--- src/rtl/rtc_pkg.sv ---
// Shared widths, limits and time record for the RTC timekeeper.
package rtc_pkg;

  localparam int SEC_W  = 6;
  localparam int MIN_W  = 6;
  localparam int HOUR_W = 5;

  localparam logic [SEC_W-1:0]  SEC_MAX  = 6'd59;
  localparam logic [MIN_W-1:0]  MIN_MAX  = 6'd59;
  localparam logic [HOUR_W-1:0] HOUR_MAX = 5'd23;

  typedef struct packed {
    logic [HOUR_W-1:0] hour;
    logic [MIN_W-1:0]  min;
    logic [SEC_W-1:0]  sec;
  } time_t;

  function automatic logic time_legal(input time_t t);
    return (t.sec <= SEC_MAX) && (t.min <= MIN_MAX) && (t.hour <= HOUR_MAX);
  endfunction

endpackage

--- src/rtl/rtc_prescaler.sv ---
// Divides clk down to a one-cycle tick every CLK_HZ enabled cycles.
module rtc_prescaler #(
  parameter int CLK_HZ  = 50_000_000,
  parameter int PRESC_W = 26
) (
  input  logic clk,
  input  logic rst,
  input  logic en,
  input  logic clr,
  output logic tick
);

  localparam logic [PRESC_W-1:0] TC = PRESC_W'(CLK_HZ - 1);

  logic [PRESC_W-1:0] cnt_q, cnt_d;

  // Tick is only meaningful while counting; a frozen count at TC must not re-fire.
  assign tick = en && (cnt_q == TC);

  always_comb begin
    cnt_d = cnt_q;
    if (clr) begin
      cnt_d = '0;
    end else if (en) begin
      cnt_d = tick ? '0 : cnt_q + 1'b1;
    end
  end

  always_ff @(posedge clk) begin
    if (rst) cnt_q <= '0;
    else     cnt_q <= cnt_d;
  end

endmodule

--- src/rtl/rtc_timekeeper.sv ---
// 24 h HH:MM:SS real-time clock with load/set ports; RTC_ALARM_EN adds an hh:mm alarm.
module rtc_timekeeper
  import rtc_pkg::*;
#(
  parameter int CLK_HZ  = 50_000_000,
  parameter int PRESC_W = 26
) (
  input  logic              clk,
  input  logic              rst,
  input  logic              run,
  input  logic              load_valid,
  input  logic [SEC_W-1:0]  load_sec,
  input  logic [MIN_W-1:0]  load_min,
  input  logic [HOUR_W-1:0] load_hour,
  input  logic              inc_min,
  input  logic              inc_hour,
  output logic [SEC_W-1:0]  sec,
  output logic [MIN_W-1:0]  min,
  output logic [HOUR_W-1:0] hour,
  output logic              tick_1hz,
  output logic              day_wrap,
  output logic              load_err
`ifdef RTC_ALARM_EN
  ,
  input  logic              alarm_set,
  input  logic [MIN_W-1:0]  alarm_min,
  input  logic [HOUR_W-1:0] alarm_hour,
  input  logic              alarm_ack,
  output logic              alarm
`endif
);

  time_t time_q, time_d, load_t;
  logic  tick_q, tick_d;
  logic  wrap_q, wrap_d;
  logic  err_q, err_d;
  logic  load_ok, load_acc, presc_tick, alarm_err;

  assign load_t   = '{hour: load_hour, min: load_min, sec: load_sec};
  assign load_ok  = time_legal(load_t);
  assign load_acc = load_valid && load_ok;

  // Only an accepted load realigns the second boundary; a rejected one leaves phase alone.
  rtc_prescaler #(.CLK_HZ(CLK_HZ), .PRESC_W(PRESC_W)) u_presc (
    .clk  (clk),
    .rst  (rst),
    .en   (run),
    .clr  (load_acc),
    .tick (presc_tick)
  );

  always_comb begin
    time_d = time_q;
    tick_d = 1'b0;
    wrap_d = 1'b0;
    err_d  = (load_valid && !load_ok) || alarm_err;
    if (load_acc) begin
      time_d = load_t;
    end else if (presc_tick) begin
      tick_d = 1'b1;
      if (time_q.sec == SEC_MAX) begin
        time_d.sec = '0;
        if (time_q.min == MIN_MAX) begin
          time_d.min = '0;
          if (time_q.hour == HOUR_MAX) begin
            time_d.hour = '0;
            wrap_d      = 1'b1;
          end else begin
            time_d.hour = time_q.hour + 1'b1;
          end
        end else begin
          time_d.min = time_q.min + 1'b1;
        end
      end else begin
        time_d.sec = time_q.sec + 1'b1;
      end
    end else if (!run && !load_valid) begin
      // Set mode: fields roll independently, no carry between them.
      if (inc_min) begin
        time_d.min = (time_q.min == MIN_MAX) ? '0 : time_q.min + 1'b1;
        time_d.sec = '0;
      end
      if (inc_hour) begin
        time_d.hour = (time_q.hour == HOUR_MAX) ? '0 : time_q.hour + 1'b1;
      end
    end
  end

  always_ff @(posedge clk) begin
    if (rst) begin
      time_q <= '0;
      tick_q <= 1'b0;
      wrap_q <= 1'b0;
      err_q  <= 1'b0;
    end else begin
      time_q <= time_d;
      tick_q <= tick_d;
      wrap_q <= wrap_d;
      err_q  <= err_d;
    end
  end

  assign sec      = time_q.sec;
  assign min      = time_q.min;
  assign hour     = time_q.hour;
  assign tick_1hz = tick_q;
  assign day_wrap = wrap_q;
  assign load_err = err_q;

`ifdef RTC_ALARM_EN
  logic [MIN_W-1:0]  amin_q, amin_d;
  logic [HOUR_W-1:0] ahour_q, ahour_d;
  logic              armed_q, armed_d;
  logic              alarm_q, alarm_d;
  logic              alarm_ok, alarm_hit;

  assign alarm_ok  = (alarm_min <= MIN_MAX) && (alarm_hour <= HOUR_MAX);
  assign alarm_err = alarm_set && !alarm_ok;
  // Match only on a real advance onto second zero, never on a load or set-mode edit.
  assign alarm_hit = armed_q && tick_d && (time_d.sec == '0) &&
                     (time_d.min == amin_q) && (time_d.hour == ahour_q);

  always_comb begin
    amin_d  = amin_q;
    ahour_d = ahour_q;
    armed_d = armed_q;
    alarm_d = alarm_q;
    if (alarm_set && alarm_ok) begin
      amin_d  = alarm_min;
      ahour_d = alarm_hour;
      armed_d = 1'b1;
    end
    if (alarm_hit)      alarm_d = 1'b1;
    else if (alarm_ack) alarm_d = 1'b0;
  end

  always_ff @(posedge clk) begin
    if (rst) begin
      amin_q  <= '0;
      ahour_q <= '0;
      armed_q <= 1'b0;
      alarm_q <= 1'b0;
    end else begin
      amin_q  <= amin_d;
      ahour_q <= ahour_d;
      armed_q <= armed_d;
      alarm_q <= alarm_d;
    end
  end

  assign alarm = alarm_q;
`else
  assign alarm_err = 1'b0;
`endif

endmodule
--- config.mk ---
export PLATFORM = sky130hd
export DESIGN_NAME = rtc_timekeeper
export DESIGN_NICKNAME = d
export VERILOG_FILES = /design/src/rtl/rtc_pkg.sv /design/src/rtl/rtc_prescaler.sv /design/src/rtl/rtc_timekeeper.sv
export SDC_FILE = /design/constraint.sdc
export NUM_CORES = 1
export LEC_CHECK = 0
export BUFFER_PORTS_ARGS = -buffer_cell sky130_fd_sc_hd__buf_2
export CAP_MARGIN = 15
export CORE_ASPECT_RATIO = 1.75
export CORE_UTILIZATION = 45
export DETAILED_ROUTE_END_ITERATION = 8
export PLACE_DENSITY = 0.77
export SLEW_MARGIN = 20
export SYNTH_ARGS = -nofsm -noshare
export SYNTH_HDL_FRONTEND = slang
export SYNTH_SLANG_ARGS = --single-unit
--- constraint.sdc ---
create_clock -name clk -period 5.6 [get_ports clk]
set_input_delay 0.28 -clock clk [delete_from_list [all_inputs] [get_ports clk]]
set_output_delay 0.28 -clock clk [all_outputs]
set_load 0.01 [all_outputs]
## After elaboration in Yosys (flattened, before gate mapping)

Cells that the tools add are included.

- Register bits after elaboration: 46
- Input port bits: 23
- Output and inout bits: 20
- Word-level logic and storage cells: 53

- Add/subtract/negate cells: 4
- Order comparisons: 3
- Equal/unequal tests: 6
- Multiplexer cells: 13
- Bitwise gates (word level): 3
- Reduce and logical (&&, ||, !) cells: 17

Operators by type and width:

| cell | count |
|---|---|
| 17-bit two-way mux | 3 |
| 26-bit by 1-bit adder with 26-bit output (second input constant) | 1 |
| 26-bit == test (second input constant) | 1 |
| 26-bit two-way mux | 1 |
| 5-bit two-way mux | 3 |
| 6-bit by 1-bit adder with 6-bit output (second input constant) | 2 |
| 6-bit == test (second input constant) | 2 |
| 6-bit <= comparator (second input constant) | 2 |
| 12-bit two-way mux | 1 |
| 6-bit two-way mux | 2 |
| 11-bit two-way mux | 1 |
| 3-bit nonzero test | 3 |
| 1-bit logical AND | 6 |
| 3-bit != test (second input constant) | 2 |
| 5-bit by 1-bit adder with 5-bit output (second input constant) | 1 |
| 5-bit == test (second input constant) | 1 |
| 5-bit <= comparator (second input constant) | 1 |
| 5-bit OR reduction | 1 |
| 4-bit AND reduction | 1 |
| 1-bit logical NOT | 3 |
| 1-bit inverter | 3 |
| 3-bit AND reduction | 1 |
| 1-bit two-way mux | 2 |
| 2-bit AND reduction | 1 |
| 2-bit OR reduction | 1 |

## Logic depth before layout (Yosys ltp)

Gate-level depths: netlist of run 1.

- Word-level depth: 6
- Gate-level depth with buffers: 7

## Modules after synthesis

From an unflattened synthesis of run 1, not the netlist that was laid out.

- Cell total of the unflattened synthesis: 314
- Area total of the unflattened synthesis: 2,635.0 µm²

By module, submodules not included:

| module | instances | cells each | area each (µm²) | seq. area each (µm²) |
|---|---|---|---|---|
| rtc_prescaler | 1 | 156 | 1,343.8 | 520.5 |
| rtc_timekeeper | 1 | 158 | 1,291.2 | 400.4 |

## Worst setup path after synthesis of run 1

No wires, ideal clock.

- Path type: register to register
- Start: register time_q, in the netlist sec[0]
- End: register time_q, in the netlist min[2]
- Setup time: 0.091 ns
- Data arrival time: 1.770 ns
- Data required time: 5.509 ns
- Slack: 3.739 ns
- Cell stages (with the launch flop): 7
- Buffers on the path: 0
- Clock period less this slack: 1.861 ns
- Cells stage by stage: dfxtp_1 -> ha_1 -> nand4_1 -> nor4_4 -> a21oi_2 -> or4_1 -> a311oi_1

- Longest elaborated chain between the ends: 3

RTL lines:

| what | line | RTL |
|---|---|---|
| from (decl) | rtc_timekeeper.sv:33 | `time_t time_q, time_d, load_t;` |
| from (signal assigned) | rtc_timekeeper.sv:96 | `time_q <= time_d;` |
| 6-bit == test | rtc_timekeeper.sv:61 | `if (time_q.sec == SEC_MAX) begin` |
| 3-bit != test (no source line) | - |  |
| 3-bit AND reduction (no source line) | - |  |

No other way between the ends.
A chain may end at the register's enable or synchronous reset.

## Worst setup path after layout of run 1

- Start: register u_presc.cnt_q[6]
- End: register time_q, in the netlist sec[1]

- Longest elaborated chain between the ends: 4
- Elaborated cells between the ends (all ways): 7

RTL lines:

| what | line | RTL |
|---|---|---|
| from (decl) | rtc_prescaler.sv:15 | `logic [PRESC_W-1:0] cnt_q, cnt_d;` |
| from (signal assigned) | rtc_prescaler.sv:31 | `else cnt_q <= cnt_d;` |
| 26-bit == test (*) | rtc_prescaler.sv:18 | `assign tick = en && (cnt_q == TC);` |
| 1-bit logical AND (*) | rtc_prescaler.sv:18 |  |
| 3-bit nonzero test (no source line) or 17-bit two-way mux (tied branches) | - |  |
| 2-bit AND reduction (no source line) or 17-bit two-way mux (tied branches) | - |  |

Every way passes the cells marked *; elsewhere a longest branch is shown, timed or not.

==> impl_metrics.toml, run 1 <==
[sta]
slew_viol_final = 0
period_needed_ns = 2.26
fin_crit_sh = 0.403
setup_tns_ns = 0
slew_headroom = 0.453
max_freq_mhz = 443
worst_slack_ns = 3.34
worst_pin_slew_ns = 0.819
finalSetupViolations = 0
fin_skew_ns = 0.00950
rsz0062_at_grt = "false"
final_hold_viol_count = 0

[synth]
synth_area_um2 = 2560
async_flop_share = 0
synth_fa_ha_area_frac = 0.0195
synth_nets = 340
yosys.cell_count.top_type = "nor2_1"
ys_ff_latch = 46
yosys.area_share.simple = 0.371
post-synth-top-area-fraction = 0.359
avgSynthCellArea_um2 = 8.19
synth_edf_count = 0
synth_compound_area_frac = 0.121
muxShareOfSynthArea = 0.0156
yosys.area.top_type = "dfxtp_1"
yosysSeqAreaShare = 0.359
syn_inst = 313
ys_types = 52
ys_top_cells_by_area = "dfxtp_1 (36%), nor2_1 (7.3%), nand3_1 (5.5%)"
ys_warn_count = 0
synth_common_cells = "nor2_1 (50), dfxtp_1 (46), nand3_1 (28)"
synth-xor-area-share = 0.0820
synth_top_family_by_area = "simple AND/OR/NAND/NOR gates"
yosys_most_used_dff = "dfxtp_1"

[clock_tree]
cts.sink_count = 46
cts.htree.levels = 2
numCtsBuffers = 5
cts_resized = 0
post-cts-setup-buffers = 0
tritoncts = "done"
hold_buffers = 0
cts_buffer_depth = 2
cts-root-buf = "clkbuf_8"
insertion_delay_ns = 0.31
clk_pin_slew_worst_paths_ns = 0.09

[status]
status = "finished, final reports clean"

[global_route]
first_global_vias = 2383
track_usage = 0.225
overflow = 0
grt_max_degree = 31
antenna_found_initial = 0
grt_pass1_wl_mm = 10.4

[floorplan]
io_pins = 43
initial_utilization = 0.463
rows = 36
core_area_um2 = 5540
die-height_um = 102
die_w_um = 59.0
dieArea_um2 = 6010

[place]
dp.cells = 418
dp_slack_ns = 3.37
place_congestion = 0.803
port_buffers = 42
hpwlAfterDp_mm = 4.61

[run]
maxCapViolations = 0

[worst_setup_path]
worstPathRequired_ns = 5.82
cp-end-kind = "flip-flop"
start_kind = "flip-flop"
arrival_ns = 2.48
worstSetupPathType = "flip-flop to flip-flop"
cp_max_fo = 12

[power]
p_per_area_nw_per_um2 = 231
p_leak_nw = 1.08
ir_drop_uv = 102
p_total_mw = 0.676

[finish]
final_cells = 426
nNetsFinal = 376
drive_above_1_share = 0.171
n_antenna_cell = 0
syn2layout_area_growth_pct = 14.3

[detailed_routing]
antenna_left = 0
via_count = 2460
drtIter0Drc = 203
totalWireLength_mm = 6.21
drc = 0
wl_per_cell_um = 14.6
via_per_inst = 5.77
first_pass_iters = 4

[min_path]
worstHoldPathType = "input pin to flip-flop"
## layout make-up
cell class,count,area (um^2)
well taps,76,95.1
inverters,6,22.5
multi-input cells,247,1560
flip-flops and latches,46,921
fillers,548,2610
clock buffers,8,110
repair buffers,43,218
## cells by family (layout without fill, tap and decap cells)
logic type | Yosys count | in the layout
flip-flops | 46 | 46
AND/OR/NAND/NOR | 175 | 175
multiplexers | 4 | 4
buffers and inverters | 20 | 57
AO/OA/AOI/OAI | 40 | 40
XOR/XNOR | 24 | 24
adder cells (fa/ha/maj) | 4 | 4
## through the flow
stage | utilization | area, um^2 | hold WS, ns
global placement | 0.509 | 2820 | 0.503
global route | 0.528 | 2930 | 0.219
CTS | 0.528 | 2930 | 0.205
detailed placement | 0.509 | 2820 | 0.508
finish | 0.528 | 2930 | 0.213
floorplan | - | 2560 | 0.392
## power by group
group          switching [mW]  internal, mW
Combinational          0.0438        0.0334
Clock                   0.116         0.125
Sequential             0.0195         0.339
## metal layers
layer / track usage / wire length (um)
met5: 0 / 0
met4: 0.110 / 155
met3: 0.0380 / 204
met2: 0.432 / 3340
met1: 0.223 / 2510
## final timing paths
| kind | from | end | slack [ns] | cells after the start |
|---|---|---|---|---|
| setup / recovery | u_presc.cnt_q[6]$_SDFFE_PP0P_ | sec[1]$_SDFFE_PP0P_ | 3.34 | 5 |
| hold / removal | load_valid | load_err$_SDFF_PP0_ | 0.21 | 3 |
| setup reg to reg | u_presc.cnt_q[6]$_SDFFE_PP0P_ | sec[1]$_SDFFE_PP0P_ | 3.34 | 5 |
| hold reg to reg | u_presc.cnt_q[15]$_SDFFE_PP0P_ | u_presc.cnt_q[15]$_SDFFE_PP0P_ | 0.53 | 2 |
## critical path, cell delays in order (launching register included)
cell,delay (ns)
dfxtp_1,0.46
nor4bb_1,0.29
and4_1,0.31
nand3_1,0.37
or3b_1,0.47
a311oi_1,0.27
## layout by cell type, fill, tap and decap left out, types with 3 or more instances in the layout
| cell | count |
|---|---|
| ha_1 | 4 |
| nand3_1 | 28 |
| nand4_1 | 18 |
| nor2_1 | 50 |
| and4_1 | 6 |
| nand2b_1 | 4 |
| and3_1 | 9 |
| nand2_1 | 22 |
| nor3_1 | 7 |
| dfxtp_1 | 46 |
| or2_2 | 3 |
| mux2i_1 | 4 |
| clkbuf_8 | 8 |
| a311oi_1 | 9 |
| or3_1 | 3 |
| o21bai_1 | 3 |
| a31oi_1 | 4 |
| nor4_1 | 6 |
| or4_1 | 3 |
| inv_1 | 6 |
| xor2_1 | 10 |
| and2_1 | 3 |
| buf_2 | 42 |
| a21oi_1 | 3 |
| xnor2_1 | 14 |
## state kept, by name, summed over array words and instances, names as in the netlist
register / count
day_wrap: 1
sec: 6
tick_1hz: 1
u_presc.cnt_q: 26
min: 6
hour: 5
load_err: 1
Power figures use the tool's default switching activity.
==> run 2: changes to the inputs <==
==> constraint.sdc (replaced) <==
create_clock -name clk -period 2.36 [get_ports clk]
set_input_delay 0.118 -clock clk [delete_from_list [all_inputs] [get_ports clk]]
set_output_delay 0.118 -clock clk [all_outputs]
set_load 0.01 [all_outputs]
==> run 2 against run 1 <==
- combinational power increased by 140%
- routed wire length increased by 2.7%
- worst hold slack got worse by 0.17 ns
- first-iteration DRC count decreased by 8.9%
- flip-flop and latch count unchanged
- largest cell class unchanged
- largest power group unchanged
- clock-buffer cell count decreased by 3
- critical path depth increased by 1
- non-clock buffer count increased by 4
==> impl_metrics.toml, run 2 (synthesized netlist as in run 1, its figures left out) <==
[finish]
n_antenna_cell = 0
fin_util = 0.535
nNetsFinal = 380
largest_reg_flops = 26
drive_above_1_share = 0.181
layout_commonest_cell = "nor2_1"
syn2layout_area_growth_pct = 15.6
top_regs = "u_presc.cnt_q: 26 flops, min: 6 flops, sec: 6 flops"
final_cell_mix = "nor2_1 (50), dfxtp_1 (46), buf_2 (42)"
regMostFlops = "u_presc.cnt_q"

[sta]
fin_skew_ns = 0.0139
setup_tns_ns = 0
slew_headroom = 0.673
period_needed_ns = 2.03
max_freq_mhz = 493
worst_pin_slew_ns = 0.489
rsz0062_at_grt = "false"
fin_crit_sh = 0.859
slew_viol_final = 0
final_hold_viol_count = 0
finalSetupViolations = 0

[worst_setup_path]
start_kind = "flip-flop"
cp-end-kind = "flip-flop"
slowest_delay_ns = 0.41
arrival_ns = 2.25
slowest_stage = "dfxtp_1"
cp_max_fo = 6
cp_top_family = "simple AND/OR/NAND/NOR gates"
worstPathRequired_ns = 2.58
path_buf_inv = 0
worstSetupPathType = "flip-flop to flip-flop"
crit_path_cell_trace = "ha_1 > nand2_1 > nor4_1 > nand4_1 > a211o_1 > a311oi_1"

[detailed_routing]
drtIter0Drc = 185
wl_per_cell_um = 14.8
first_pass_iters = 6
totalWireLength_mm = 6.38
antenna_left = 0
drc = 0
via_count = 2526
via_per_inst = 5.87

[floorplan]
rows = 36
die-height_um = 102
die_w_um = 59.0
core_area_um2 = 5540
io_pins = 43
dieArea_um2 = 6010
initial_utilization = 0.463

[clock_tree]
post-cts-setup-buffers = 0
hold_buffers = 0
cts.htree.levels = 2
numCtsBuffers = 5
cts_resized = 0
cts.sink_count = 46
cts_buffer_depth = 2
tritoncts = "done"
clk_pin_slew_worst_paths_ns = 0.10
cts-root-buf = "clkbuf_8"
insertion_delay_ns = 0.31

[global_route]
first_global_vias = 2420
antenna_found_initial = 0
overflow = 0
grt_pass1_wl_mm = 10.3
grt_max_degree = 25
track_usage = 0.220

[place]
port_buffers = 42
hpwlAfterDp_mm = 4.77
place_congestion = 0.839

[run]
maxCapViolations = 0

[power]
p_per_area_nw_per_um2 = 553
ir_drop_uv = 292
p_leak_nw = 1.09

[min_path]
worstHoldPathType = "input pin to flip-flop"

[status]
status = "finished, final reports clean"
-- run 2: cell count changes in the layout (fill, tap and decap cells not counted) --
cell        previous run  this run
clkinvlp_4             0         2
bufinv_16              0         1
clkbuf_8               8         5
buf_4                  1         5
-- run 2: per-layer routing --
metal  up-vias  wire [um]  track usage
li1       1235          -            -
met1      1170       2380        0.208
met2        97       3450        0.419
met3        24        289       0.0392
met4         0        261        0.137
met5         -          0            0
-- run 2: through the flow --
stage	instances	instance area (um^2)	setup WS (ns)	total power [mW]	hold WS, ns
after global placement	422	2850	0.388	1.05	0.370
after detailed placement	422	2850	0.351	1.05	0.374
after CTS	430	2960	0.339	1.65	0.0392
after floorplan	313	2560	0.499	0.975	0.230
after global routing	430	2960	0.164	1.71	0.0355
final	430	2960	0.333	1.64	0.0446
-- run 2: area by class of cell --
class                      instances  area [um^2]
fill                             526         2580
tap                               76         95.1
clock inverter                     3         45.0
sequential                        46          921
multi-input combinational        247         1560
timing repair buffer              47          248
clock buffer                       5         68.8
inverter                           6         22.5
-- run 2: worst paths after layout --
check                                     start              endpoint  slack (ns)  cells after the start
setup / recovery  u_presc.cnt_q[0]$_SDFFE_PP0P_  hour[0]$_SDFFE_PP0P_        0.33                      6
hold reg to reg            hour[4]$_SDFFE_PP0P_  hour[4]$_SDFFE_PP0P_        0.53                      2
hold / removal                       load_valid   load_err$_SDFF_PP0_        0.04                      3
setup reg to reg  u_presc.cnt_q[0]$_SDFFE_PP0P_  hour[0]$_SDFFE_PP0P_        0.33                      6
-- run 2: power by group --
part	total [mW]	internal (mW)	switching [mW]
Combinational	0.186	0.0811	0.105
Clock	0.600	0.315	0.284
Sequential	0.851	0.805	0.0456
-- run 2: worst reg2reg max path: cells and delay by family (launching register included) --
| family | cells | cell delay [ns] |
|---|---|---|
| AO/OA/AOI/OAI | 2 | 0.59 |
| flip-flops | 1 | 0.41 |
| adder cells (fa/ha/maj) | 1 | 0.25 |
| AND/OR/NAND/NOR | 3 | 0.69 |
==> run 3: changes to the inputs <==
--- a/config.mk
+++ b/config.mk
@@ -10,6 +10,7 @@
 export CORE_ASPECT_RATIO = 1.75
 export CORE_UTILIZATION = 45
 export DETAILED_ROUTE_END_ITERATION = 8
+export MAX_ROUTING_LAYER = met4
 export PLACE_DENSITY = 0.77
 export SLEW_MARGIN = 20
 export SYNTH_ARGS = -nofsm -noshare
==> run 3 against run 2 <==
- die area unchanged
- sequential share of layout area stayed put
- flip-flop and latch count stayed put
- routed wire length decreased by 0.34%
- final area stayed put
- critical path type unchanged
- largest power group unchanged
- highest routed layer unchanged
==> impl_metrics.toml, run 3 (synthesized netlist as in run 1, its figures left out) <==
[status]
status = "finished, final reports clean"

[clock_tree]
cts.htree.levels = 2
insertion_delay_ns = 0.31
cts_buffer_depth = 2
post-cts-setup-buffers = 0
numCtsBuffers = 5
cts-root-buf = "clkbuf_8"
cts.sink_count = 46
clk_pin_slew_worst_paths_ns = 0.10
tritoncts = "done"
hold_buffers = 0
cts_resized = 0

[sta]
fin_skew_ns = 0.0142
slew_headroom = 0.673
fin_crit_sh = 0.855
worst_pin_slew_ns = 0.490
worst_slack_ns = 0.341
whs_ns = 0.0455
finalSetupViolations = 0
period_needed_ns = 2.02
setup_tns_ns = 0
final_hold_viol_count = 0
rsz0062_at_grt = "false"
slew_viol_final = 0
max_freq_mhz = 495

[worst_setup_path]
worstPathRequired_ns = 2.59
crit_path_cell_trace = "ha_1 > nand2_1 > nor2_2 > nand3_1 > or4_1 > a311oi_1"
path_buf_inv = 0
start_kind = "flip-flop"
worstSetupPathType = "flip-flop to flip-flop"
slowest_delay_ns = 0.50
slowest_stage = "or4_1"
cp-end-kind = "flip-flop"
cp_top_family = "simple AND/OR/NAND/NOR gates"
arrival_ns = 2.25
cp_max_fo = 6

[global_route]
grt_max_degree = 25
first_global_vias = 2421
grt_pass1_wl_mm = 10.3
overflow = 0
antenna_found_initial = 0
track_usage = 0.226

[finish]
final_cell_mix = "nor2_1 (50), dfxtp_1 (46), buf_2 (42)"
top_regs = "u_presc.cnt_q: 26 flops, min: 6 flops, sec: 6 flops"
n_fill_cell = 526
nNetsFinal = 380
syn2layout_area_growth_pct = 15.6
drive_above_1_share = 0.181
largest_reg_flops = 26
layout_commonest_cell = "nor2_1"
n_antenna_cell = 0
regMostFlops = "u_presc.cnt_q"

[power]
pwr-share-comb = 0.114
swShare = 0.265
p_sw_mw = 0.434
intPower_mw = 1.20
p_leak_nw = 1.09
p_clk_frac = 0.366
p_per_area_nw_per_um2 = 552
ir_drop_uv = 291
p_seq_frac = 0.520

[detailed_routing]
totalWireLength_mm = 6.36
drtIter0Drc = 187
antenna_left = 0
wl_per_cell_um = 14.8
first_pass_iters = 4
drc = 0
via_per_inst = 5.84
via_count = 2510

[place]
place_congestion = 0.852
port_buffers = 42
hpwlAfterDp_mm = 4.77
dp_slack_ns = 0.351

[floorplan]
die-height_um = 102
die_w_um = 59.0
initial_utilization = 0.463
dieArea_um2 = 6010
rows = 36
core_area_um2 = 5540
io_pins = 43

[run]
maxCapViolations = 0

[min_path]
worstHoldPathType = "input pin to flip-flop"
## run 3: per-stage QoR
| stage | utilization | std cells | power (mW) | area (um^2) |
|---|---|---|---|---|
| global placement | 0.514 | 422 | 1.05 | 2850 |
| detailed placement | 0.514 | 422 | 1.05 | 2850 |
| finish | 0.535 | 430 | 1.64 | 2960 |
| CTS | 0.535 | 430 | 1.65 | 2960 |
| floorplan | - | 313 | 0.975 | 2560 |
| global route | 0.535 | 430 | 1.71 | 2960 |
## run 3: path summary, 6_finish.rpt
kind / cells past startpoint / end / slack (ns) / from
worst max-delay path: 6 / sec[2]$_SDFFE_PP0P_ / 0.34 / u_presc.cnt_q[0]$_SDFFE_PP0P_
worst min-delay path: 3 / load_err$_SDFF_PP0_ / 0.05 / load_valid
worst max register to register: 6 / sec[2]$_SDFFE_PP0P_ / 0.34 / u_presc.cnt_q[0]$_SDFFE_PP0P_
worst min register to register: 2 / hour[4]$_SDFFE_PP0P_ / 0.53 / hour[4]$_SDFFE_PP0P_
## run 3: power by group through the flow
stage | sequential (mW) | combinational (mW) | clock, mW
2_1_floorplan | 0.869 | 0.107 | 0
3_3_place_gp | 0.867 | 0.183 | 0
3_5_place_dp | 0.868 | 0.186 | 0
4_1_cts | 0.850 | 0.187 | 0.615
5_1_grt | 0.857 | 0.208 | 0.648
6_report | 0.851 | 0.186 | 0.599
## run 3: final cells by class
| cell class | count | area, um^2 | area share |
|---|---|---|---|
| Multi-Input combinational cell | 247 | 1560 | 0.527 |
| Sequential cell | 46 | 921 | 0.311 |
| Timing Repair Buffer | 47 | 248 | 0.0837 |
| Tap cell | 76 | 95.1 | 0.0321 |
| Clock buffer | 5 | 68.8 | 0.0232 |
| Clock inverter | 3 | 45.0 | 0.0152 |
| Inverter | 6 | 22.5 | 0.00760 |
## run 3: metal layers
metal / up-vias / GRT usage / part of all wire
met4: 0 / 0.137 / 0.043
li1: 1236 / - / -
met3: 22 / 0.0392 / 0.046
met1: 1163 / 0.207 / 0.38
met5: - / - / 0
met2: 89 / 0.419 / 0.53
## run 3: worst reg2reg max path: stages (launching register included)
cell,delay (ns)
dfxtp_1,0.41
ha_1,0.25
nand2_1,0.13
nor2_2,0.20
nand3_1,0.19
or4_1,0.50
a311oi_1,0.26
